$ cat src/rtl/hilo_pkg.sv
// hilo_pkg: shared encodings, state enum and constants for the HI/LO multiply/divide unit.
package hilo_pkg;

  localparam int DEFAULT_XLEN = 32;

  typedef enum logic [1:0] {
    OP_MULTU = 2'b00,
    OP_MULT  = 2'b01,
    OP_DIVU  = 2'b10,
    OP_DIV   = 2'b11
  } op_e;

  typedef enum logic [1:0] {
    IDLE = 2'b00,
    RUN  = 2'b01,
    FIN  = 2'b10
  } state_e;

  localparam logic [DEFAULT_XLEN-1:0] DIV0_QUOT = {DEFAULT_XLEN{1'b1}};

endpackage

$ cat src/rtl/hilo_if.sv
// hilo_if: pipeline <-> multiply/divide unit bundle; the HI/LO move-to write port
// exists only when HILO_MTHILO_EN is defined.
interface hilo_if #(
  parameter int XLEN = hilo_pkg::DEFAULT_XLEN
);
  logic            start;
  logic [1:0]      op;
  logic [XLEN-1:0] a;
  logic [XLEN-1:0] b;
  logic            flush;
  logic            rd_req;
  logic            busy;
  logic            done;
  logic            stall;
  logic [XLEN-1:0] hi;
  logic [XLEN-1:0] lo;
`ifdef HILO_MTHILO_EN
  logic            mthi;
  logic            mtlo;
  logic [XLEN-1:0] wdata;

  modport master (
    output start, op, a, b, flush, rd_req, mthi, mtlo, wdata,
    input  busy, done, stall, hi, lo
  );
  modport slave (
    input  start, op, a, b, flush, rd_req, mthi, mtlo, wdata,
    output busy, done, stall, hi, lo
  );
`else
  modport master (
    output start, op, a, b, flush, rd_req,
    input  busy, done, stall, hi, lo
  );
  modport slave (
    input  start, op, a, b, flush, rd_req,
    output busy, done, stall, hi, lo
  );
`endif
endinterface

$ cat src/rtl/hilo_signfix.sv
// hilo_signfix: conditional two's-complement negate, used both to take operand
// magnitudes at latch time and to restore result signs at FIN.
module hilo_signfix #(
  parameter int W = 32
) (
  input  logic [W-1:0] din,
  input  logic         neg,
  output logic [W-1:0] dout
);

  // Negate when requested, pass through otherwise
  always_comb begin
    if (neg) begin
      dout = ~din + {{(W-1){1'b0}}, 1'b1};
    end else begin
      dout = din;
    end
  end

endmodule

$ cat src/rtl/hilo_muldiv.sv
// hilo_muldiv: iterative radix-2 multiply/divide unit that writes the MIPS HI/LO pair.
// Define HILO_MTHILO_EN to add the mthi/mtlo/wdata move-to write path.
module hilo_muldiv
  import hilo_pkg::*;
#(
  parameter int XLEN  = DEFAULT_XLEN,
  parameter int ITERS = XLEN
) (
  input logic   clk,
  input logic   rst_n,
  hilo_if.slave bus
);

  localparam int CNT_W = $clog2(ITERS + 1);

  state_e            state_r;
  logic [CNT_W-1:0]  cnt_r;
  logic              is_div_r;
  logic              neg_q_r;
  logic              neg_r_r;
  logic              div0_r;
  logic [XLEN-1:0]   opnd_r;
  logic [XLEN-1:0]   acc_hi_r;
  logic [XLEN-1:0]   acc_lo_r;
  logic [XLEN-1:0]   hi_r;
  logic [XLEN-1:0]   lo_r;
  logic              busy_r;
  logic              done_r;

  logic              signed_s;
  logic              is_div_s;
  logic [XLEN-1:0]   abs_a_s;
  logic [XLEN-1:0]   abs_b_s;
  logic [XLEN:0]     mul_sum_s;
  logic [XLEN:0]     div_shift_s;
  logic              div_borrow_s;
  logic [XLEN-1:0]   div_diff_s;
  logic [XLEN-1:0]   step_hi_s;
  logic [XLEN-1:0]   step_lo_s;
  logic [2*XLEN-1:0] prod_fix_s;
  logic [XLEN-1:0]   quo_fix_s;
  logic [XLEN-1:0]   rem_fix_s;
  logic              wr_req_s;

  // Decode the requested operation into signedness and mult/div selection
  always_comb begin
    signed_s = 1'b0;
    is_div_s = 1'b0;
    case (bus.op)
      OP_MULTU: begin signed_s = 1'b0; is_div_s = 1'b0; end
      OP_MULT:  begin signed_s = 1'b1; is_div_s = 1'b0; end
      OP_DIVU:  begin signed_s = 1'b0; is_div_s = 1'b1; end
      OP_DIV:   begin signed_s = 1'b1; is_div_s = 1'b1; end
      default:  begin signed_s = 1'b0; is_div_s = 1'b0; end
    endcase
  end

  hilo_signfix #(.W(XLEN)) u_abs_a (
    .din(bus.a), .neg(signed_s & bus.a[XLEN-1]), .dout(abs_a_s)
  );
  hilo_signfix #(.W(XLEN)) u_abs_b (
    .din(bus.b), .neg(signed_s & bus.b[XLEN-1]), .dout(abs_b_s)
  );
  hilo_signfix #(.W(2*XLEN)) u_fix_prod (
    .din({acc_hi_r, acc_lo_r}), .neg(neg_q_r), .dout(prod_fix_s)
  );
  hilo_signfix #(.W(XLEN)) u_fix_quo (
    .din(acc_lo_r), .neg(neg_q_r), .dout(quo_fix_s)
  );
  hilo_signfix #(.W(XLEN)) u_fix_rem (
    .din(acc_hi_r), .neg(neg_r_r), .dout(rem_fix_s)
  );

  // One radix-2 step: shift-add for multiply, restoring shift-subtract for divide.
  // A zero divisor never borrows, so the quotient fills with ones and the remainder ends as |a|.
  always_comb begin
    mul_sum_s    = {1'b0, acc_hi_r} + (acc_lo_r[0] ? {1'b0, opnd_r} : {(XLEN+1){1'b0}});
    div_shift_s  = {acc_hi_r, acc_lo_r[XLEN-1]};
    div_borrow_s = (div_shift_s < {1'b0, opnd_r});
    div_diff_s   = div_shift_s[XLEN-1:0] - opnd_r;
    if (is_div_r) begin
      step_hi_s = div_borrow_s ? div_shift_s[XLEN-1:0] : div_diff_s;
      step_lo_s = {acc_lo_r[XLEN-2:0], ~div_borrow_s};
    end else begin
      step_hi_s = mul_sum_s[XLEN:1];
      step_lo_s = {mul_sum_s[0], acc_lo_r[XLEN-1:1]};
    end
  end

`ifdef HILO_MTHILO_EN
  assign wr_req_s = bus.mthi | bus.mtlo;
`else
  assign wr_req_s = 1'b0;
`endif

  assign bus.stall = busy_r & (bus.start | bus.rd_req | wr_req_s);
  assign bus.busy  = busy_r;
  assign bus.done  = done_r;
  assign bus.hi    = hi_r;
  assign bus.lo    = lo_r;

  // Control FSM with registered busy/done and the HI/LO result registers
  always_ff @(posedge clk or negedge rst_n) begin
    if (!rst_n) begin
      state_r  <= IDLE;
      cnt_r    <= {CNT_W{1'b0}};
      is_div_r <= 1'b0;
      neg_q_r  <= 1'b0;
      neg_r_r  <= 1'b0;
      div0_r   <= 1'b0;
      opnd_r   <= {XLEN{1'b0}};
      acc_hi_r <= {XLEN{1'b0}};
      acc_lo_r <= {XLEN{1'b0}};
      hi_r     <= {XLEN{1'b0}};
      lo_r     <= {XLEN{1'b0}};
      busy_r   <= 1'b0;
      done_r   <= 1'b0;
    end else begin
      done_r <= 1'b0;
      case (state_r)
        IDLE: begin
`ifdef HILO_MTHILO_EN
          if (bus.mthi) hi_r <= bus.wdata;
          if (bus.mtlo) lo_r <= bus.wdata;
`endif
          if (bus.start && !bus.flush) begin
            state_r  <= RUN;
            busy_r   <= 1'b1;
            cnt_r    <= {CNT_W{1'b0}};
            is_div_r <= is_div_s;
            neg_q_r  <= signed_s & (bus.a[XLEN-1] ^ bus.b[XLEN-1]);
            neg_r_r  <= signed_s & bus.a[XLEN-1];
            div0_r   <= (bus.b == {XLEN{1'b0}});
            acc_hi_r <= {XLEN{1'b0}};
            // Multiply: a is the addend, b is shifted out; divide: a is shifted in, b subtracted
            opnd_r   <= is_div_s ? abs_b_s : abs_a_s;
            acc_lo_r <= is_div_s ? abs_a_s : abs_b_s;
          end
        end
        RUN: begin
          if (bus.flush) begin
            state_r <= IDLE;
            busy_r  <= 1'b0;
          end else begin
            acc_hi_r <= step_hi_s;
            acc_lo_r <= step_lo_s;
            cnt_r    <= cnt_r + {{(CNT_W-1){1'b0}}, 1'b1};
            if (cnt_r == CNT_W'(ITERS - 1)) state_r <= FIN;
          end
        end
        FIN: begin
          state_r <= IDLE;
          busy_r  <= 1'b0;
          if (!bus.flush) begin
            done_r <= 1'b1;
            if (is_div_r) begin
              hi_r <= rem_fix_s;
              lo_r <= div0_r ? XLEN'(DIV0_QUOT) : quo_fix_s;
            end else begin
              hi_r <= prod_fix_s[2*XLEN-1:XLEN];
              lo_r <= prod_fix_s[XLEN-1:0];
            end
          end
        end
        default: begin
          state_r <= IDLE;
          busy_r  <= 1'b0;
        end
      endcase
    end
  end

endmodule

$ cat src/flat_wrapper.sv
// flat-port wrapper written by rule: the top's interface ports become plain ports
module hilo_muldiv_flat import hilo_pkg::*;
#(
  parameter int XLEN  = DEFAULT_XLEN,
  parameter int ITERS = XLEN
)
  (clk, rst_n, bus_start, bus_op, bus_a, bus_b, bus_flush, bus_rd_req, bus_busy, bus_done, bus_stall, bus_hi, bus_lo);
  hilo_if #(.XLEN(XLEN)) bus_i ();
  input logic clk;
  input logic rst_n;
  input wire logic [$bits(bus_i.start)-1:0] bus_start;
  input wire logic [$bits(bus_i.op)-1:0] bus_op;
  input wire logic [$bits(bus_i.a)-1:0] bus_a;
  input wire logic [$bits(bus_i.b)-1:0] bus_b;
  input wire logic [$bits(bus_i.flush)-1:0] bus_flush;
  input wire logic [$bits(bus_i.rd_req)-1:0] bus_rd_req;
  output wire logic [$bits(bus_i.busy)-1:0] bus_busy;
  output wire logic [$bits(bus_i.done)-1:0] bus_done;
  output wire logic [$bits(bus_i.stall)-1:0] bus_stall;
  output wire logic [$bits(bus_i.hi)-1:0] bus_hi;
  output wire logic [$bits(bus_i.lo)-1:0] bus_lo;
  assign bus_i.start = bus_start;
  assign bus_i.op = bus_op;
  assign bus_i.a = bus_a;
  assign bus_i.b = bus_b;
  assign bus_i.flush = bus_flush;
  assign bus_i.rd_req = bus_rd_req;
  assign bus_busy = bus_i.busy;
  assign bus_done = bus_i.done;
  assign bus_stall = bus_i.stall;
  assign bus_hi = bus_i.hi;
  assign bus_lo = bus_i.lo;
  hilo_muldiv #(.XLEN(XLEN), .ITERS(ITERS)) u_core (.clk(clk), .rst_n(rst_n), .bus(bus_i));
endmodule
$ cat config.mk
export PLATFORM = sky130hd
export DESIGN_NAME = hilo_muldiv_flat
export DESIGN_NICKNAME = d
export VERILOG_FILES = /design/src/rtl/hilo_pkg.sv /design/src/rtl/hilo_if.sv /design/src/rtl/hilo_signfix.sv /design/src/rtl/hilo_muldiv.sv /design/src/flat_wrapper.sv
export SDC_FILE = /design/constraint.sdc
export NUM_CORES = 1
export LEC_CHECK = 0
export BUFFER_PORTS_ARGS = -buffer_cell sky130_fd_sc_hd__buf_2
export CAP_MARGIN = 30
export CORE_MARGIN = 8
export CORE_UTILIZATION = 30
export DETAILED_ROUTE_END_ITERATION = 8
export PLACE_DENSITY = 0.43
export SLEW_MARGIN = 0
export SYNTH_ARGS = -nofsm -noshare
export SYNTH_HDL_FRONTEND = slang
export SYNTH_HIERARCHICAL = 1
export SYNTH_SLANG_ARGS = --single-unit
export TNS_END_PERCENT = 10
$ cat constraint.sdc
create_clock -name clk -period 3.7 [get_ports clk]
set_clock_uncertainty 0.2 [all_clocks]
set_input_delay 0.37 -clock clk [delete_from_list [all_inputs] [get_ports clk]]
set_output_delay 0.37 -clock clk [all_outputs]
set_load 0.01 [all_outputs]
==> results by group <==
Status
  – Status: finished, final reports clean

Yosys
  – Simple-gate share of the synthesized area: 0.203
  – Mapped Cells: about 2100
  – Largest family of logic cells by synthesized area: compound AO/OA/AOI/OAI gates
  – Mapped Nets: 2212
  – Synthesis Warnings: 6
  – Post-synth EDFFs: 0
  – Sequential area share after synthesis: 0.253
  – Count of different cell masters after synthesis: 90
  – Synth Area per Inst: 8.33 um^2
  – Post-Synth XOR/XNOR Area: 0.120
  – Yosys reg bits: 174
  – Main synth FF type: dfrtp_1
  – Synth Area in Compound Gates: 0.241
  – Mapped Area: 17200 um^2
  – Area leader, netlist: dfrtp_1
  – FFs w/ async S/R, synth: 1.00
  – Synth top area cells: dfrtp_1, xnor2_1, mux2i_1, ha_1, a21oi_1
  – Share of the synthesized area in the top cell type: 0.253
  – Post-synthesis adder-cell area fraction: 0.0531
  – Mux share of post-synthesis cell area: 0.0903

Clocking
  – CTS tree: built
  – CTS clk-pin slew, worst paths: about 0.090 ns
  – Clock root buffer: clkbuf_16
  – Total clock sinks: 174
  – Post-CTS Setup Bufs: 0
  – CTS Buf Count: 17
  – Maximum clock path buffer count: 2
  – Htree depth: 4
  – Clock latency on the worst-skew pair: roughly 0.49 ns

Timing
  – Final setup viols: 0
  – Final Hold Fails: 0
  – Max-slew violations: 0
  – Crit path time final: roughly 3.5 ns
  – Setup TNS: 0 ns
  – Highest clock rate: 289 MHz
  – RSZ-0062 raised after global routing: no
  – Worst-Margin Slew: 0.900 ns
  – Relative slew margins: 0.400
  – Period utilization: 0.937

Placement
  – PortBufs: roughly 140
  – Post-DP HPWL: a little under 50 mm
  – Routability congestion estimate: 0.896
  – Placed Area: 19300 um^2

Power
  – Comb pwr share: 0.631
  – Net Sw Power: 6.26 mW
  – Seq pwr share: 0.215
  – P_leak: 8.24 nW
  – PwrDens: 639 nW/um^2
  – Clock power frac: 0.154
  – Sw frac: 0.491
  – P_int: roughly 6.5 mW
  – Worst IR drop on VDD: 0.411 mV

Global routing
  – Overall routing resource usage: 0.187
  – Largest net degree at the start of global routing: 110
  – First-pass GRT wire length: 97.2 mm
  – Initial antenna violation count: 1
  – Gr ovfl total: 0
  – Vias in the first global route: between 15000 and 20000

Critical path
  – CP max FO: 31
  – Crit end category: register
  – Critical path class: register to register
  – CP required: 3.88 ns
  – Setup crit start kind: register
  – CP arrival: 3.64 ns

Run
  – Max cap viols: 0

Floorplan
  – Row Count: 88
  – Die ar.: 65400 um^2
  – Die Y: 256 um
  – Core ar.: between 50000 and 60000 um^2
  – DIE WIDTH: 256 um
  – Initial Utilization: 0.301
  – # IOs: approximately 140

Routing
  – Routed vias: 16200
  – Wire length per cell: 21.0 um
  – DRC Markers: 0
  – Vias/cell: 5.41
  – Final ANT Viol Nets: 0
  – Initial DRT Pass Iterations: 5
  – Iter 0 DRT Violations: 916
  – Post-Route WL: 62.8 mm

Hold path
  – Worst Hold Class: primary input to register

Final layout
  – Final nets: 2355
  – Most common cell after layout, fill and taps aside: xnor2_1
  – Layout cells sized above 1: 0.179
  – Most frequent cells in the layout: xnor2_1, nand2_1, a21oi_1, o21ai_0, dfrtp_1
  – Final Cell Area: between 15000 and 20000 um^2
  – Layout overhead on the synthesized area: 15.6%
  – Fill cells: 6100
-- cell families (layout without fill, tap and decap cells) --
logic type      after synthesis  in the layout
simple gates                633            633
compound gates              629            629
xor+xnor                    236            236
buf+inv                     174            330
flops                       174            174
mux                         151            151
fa+ha+maj                    72             72
other cells                   0              1
-- registers in the layout (all words and copies together), names as in the netlist --
name	count
u_core/neg_q_r	1
u_core/cnt_r	6
u_core/acc_lo_r	32
u_core/div0_r	1
u_core/bus.busy	1
u_core/is_div_r	1
u_core/acc_hi_r	32
u_core/state_r	2
u_core/neg_r_r	1
u_core/bus.hi	32
u_core/bus.lo	32
u_core/bus.done	1
u_core/opnd_r	32
-- power by group through the flow --
stage,Combinational (mW),Clock [mW],Sequential (mW)
finish,8.04,1.97,2.74
global route,8.83,2.09,2.79
CTS,8.04,2.04,2.74
detailed placement,7.99,0,2.78
global placement,8.00,0,2.77
floorplan,5.37,0,2.95
-- per-stage QoR --
step,setup slack (ns),std cells,utilization,hold WS (ns),power [mW]
finish,0.234,2991,0.348,0.0945,12.7
floorplan,0.168,2069,-,-0.126,8.32
CTS,0.137,2990,0.348,0.0561,12.8
global placement,0.204,2953,0.336,0.262,10.8
global route,0.0253,2990,0.348,0.0760,13.7
detailed placement,0.176,2954,0.337,0.267,10.8
-- cells in the mapped netlist (22+ instances only) --
master      n
a21o_1     24
a21oi_1   174
and2_1     38
buf_1      24
clkbuf_1   74
dfrtp_1   174
ha_1       70
inv_1      60
mux2_2     36
mux2i_1   115
nand2_1   199
nand2b_1   23
nand3_1    27
nand4_1    26
nor2_1    152
o21ai_0   172
o22ai_1    34
o31ai_1    57
o41ai_1    29
xnor2_1   214
xor2_1     22
-- final timing paths --
check	start	to	slack, ns	cells past startpoint
setup / recovery	u_core/opnd_r[22]	u_core/acc_lo_r[0]	0.23	11
hold / removal	bus_b[31]	u_core/neg_q_r	0.09	4
hold reg to reg	u_core/bus.lo[23]	u_core/bus.lo[23]	0.28	2
min in group asynchronous	rst_n	u_core/acc_hi_r[28]	0.34	2
setup reg to reg	u_core/opnd_r[22]	u_core/acc_lo_r[0]	0.23	11
max in group asynchronous	rst_n	u_core/opnd_r[5]	2.06	3
-- critical path: stages (launching register included) --
cell,delay [ns]
dfrtp_1,0.42
inv_1,0.07
ha_1,0.44
a21oi_1,0.25
o22ai_1,0.11
o41ai_1,0.52
a21oi_1,0.21
o21bai_4,0.30
buf_12,0.21
a211oi_1,0.26
a21oi_1,0.07
mux2_2,0.29
-- routing by layer --
metal	GRT usage	wire, um	up-vias
li1	-	-	7899
met1	0.240	28600	7891
met2	0.319	30300	310
met3	0.0246	1940	81
met4	0.0646	1910	0
met5	0	0	-
-- final cells by class --
class                           instances  area (um^2)  share of cell area
Clock buffer                           17          425              0.0213
Antenna cell                            1         2.50            0.000126
Multi-Input combinational cell       1721        12200               0.614
Clock inverter                         15          184             0.00923
Inverter                               60          225              0.0113
Tap cell                              765          957              0.0480
Sequential cell                       174         4360               0.219
Timing Repair Buffer                  238         1540              0.0772
-- repair_timing --
item | in CTS | in global routing
resized for setup | 0 | 3
hold endpoints to repair | 86 | 0
endpoints found under the setup margin | 0 | 5
hold buffers | 4 | 0
Note: power is estimated with default switching activity, not from simulation.
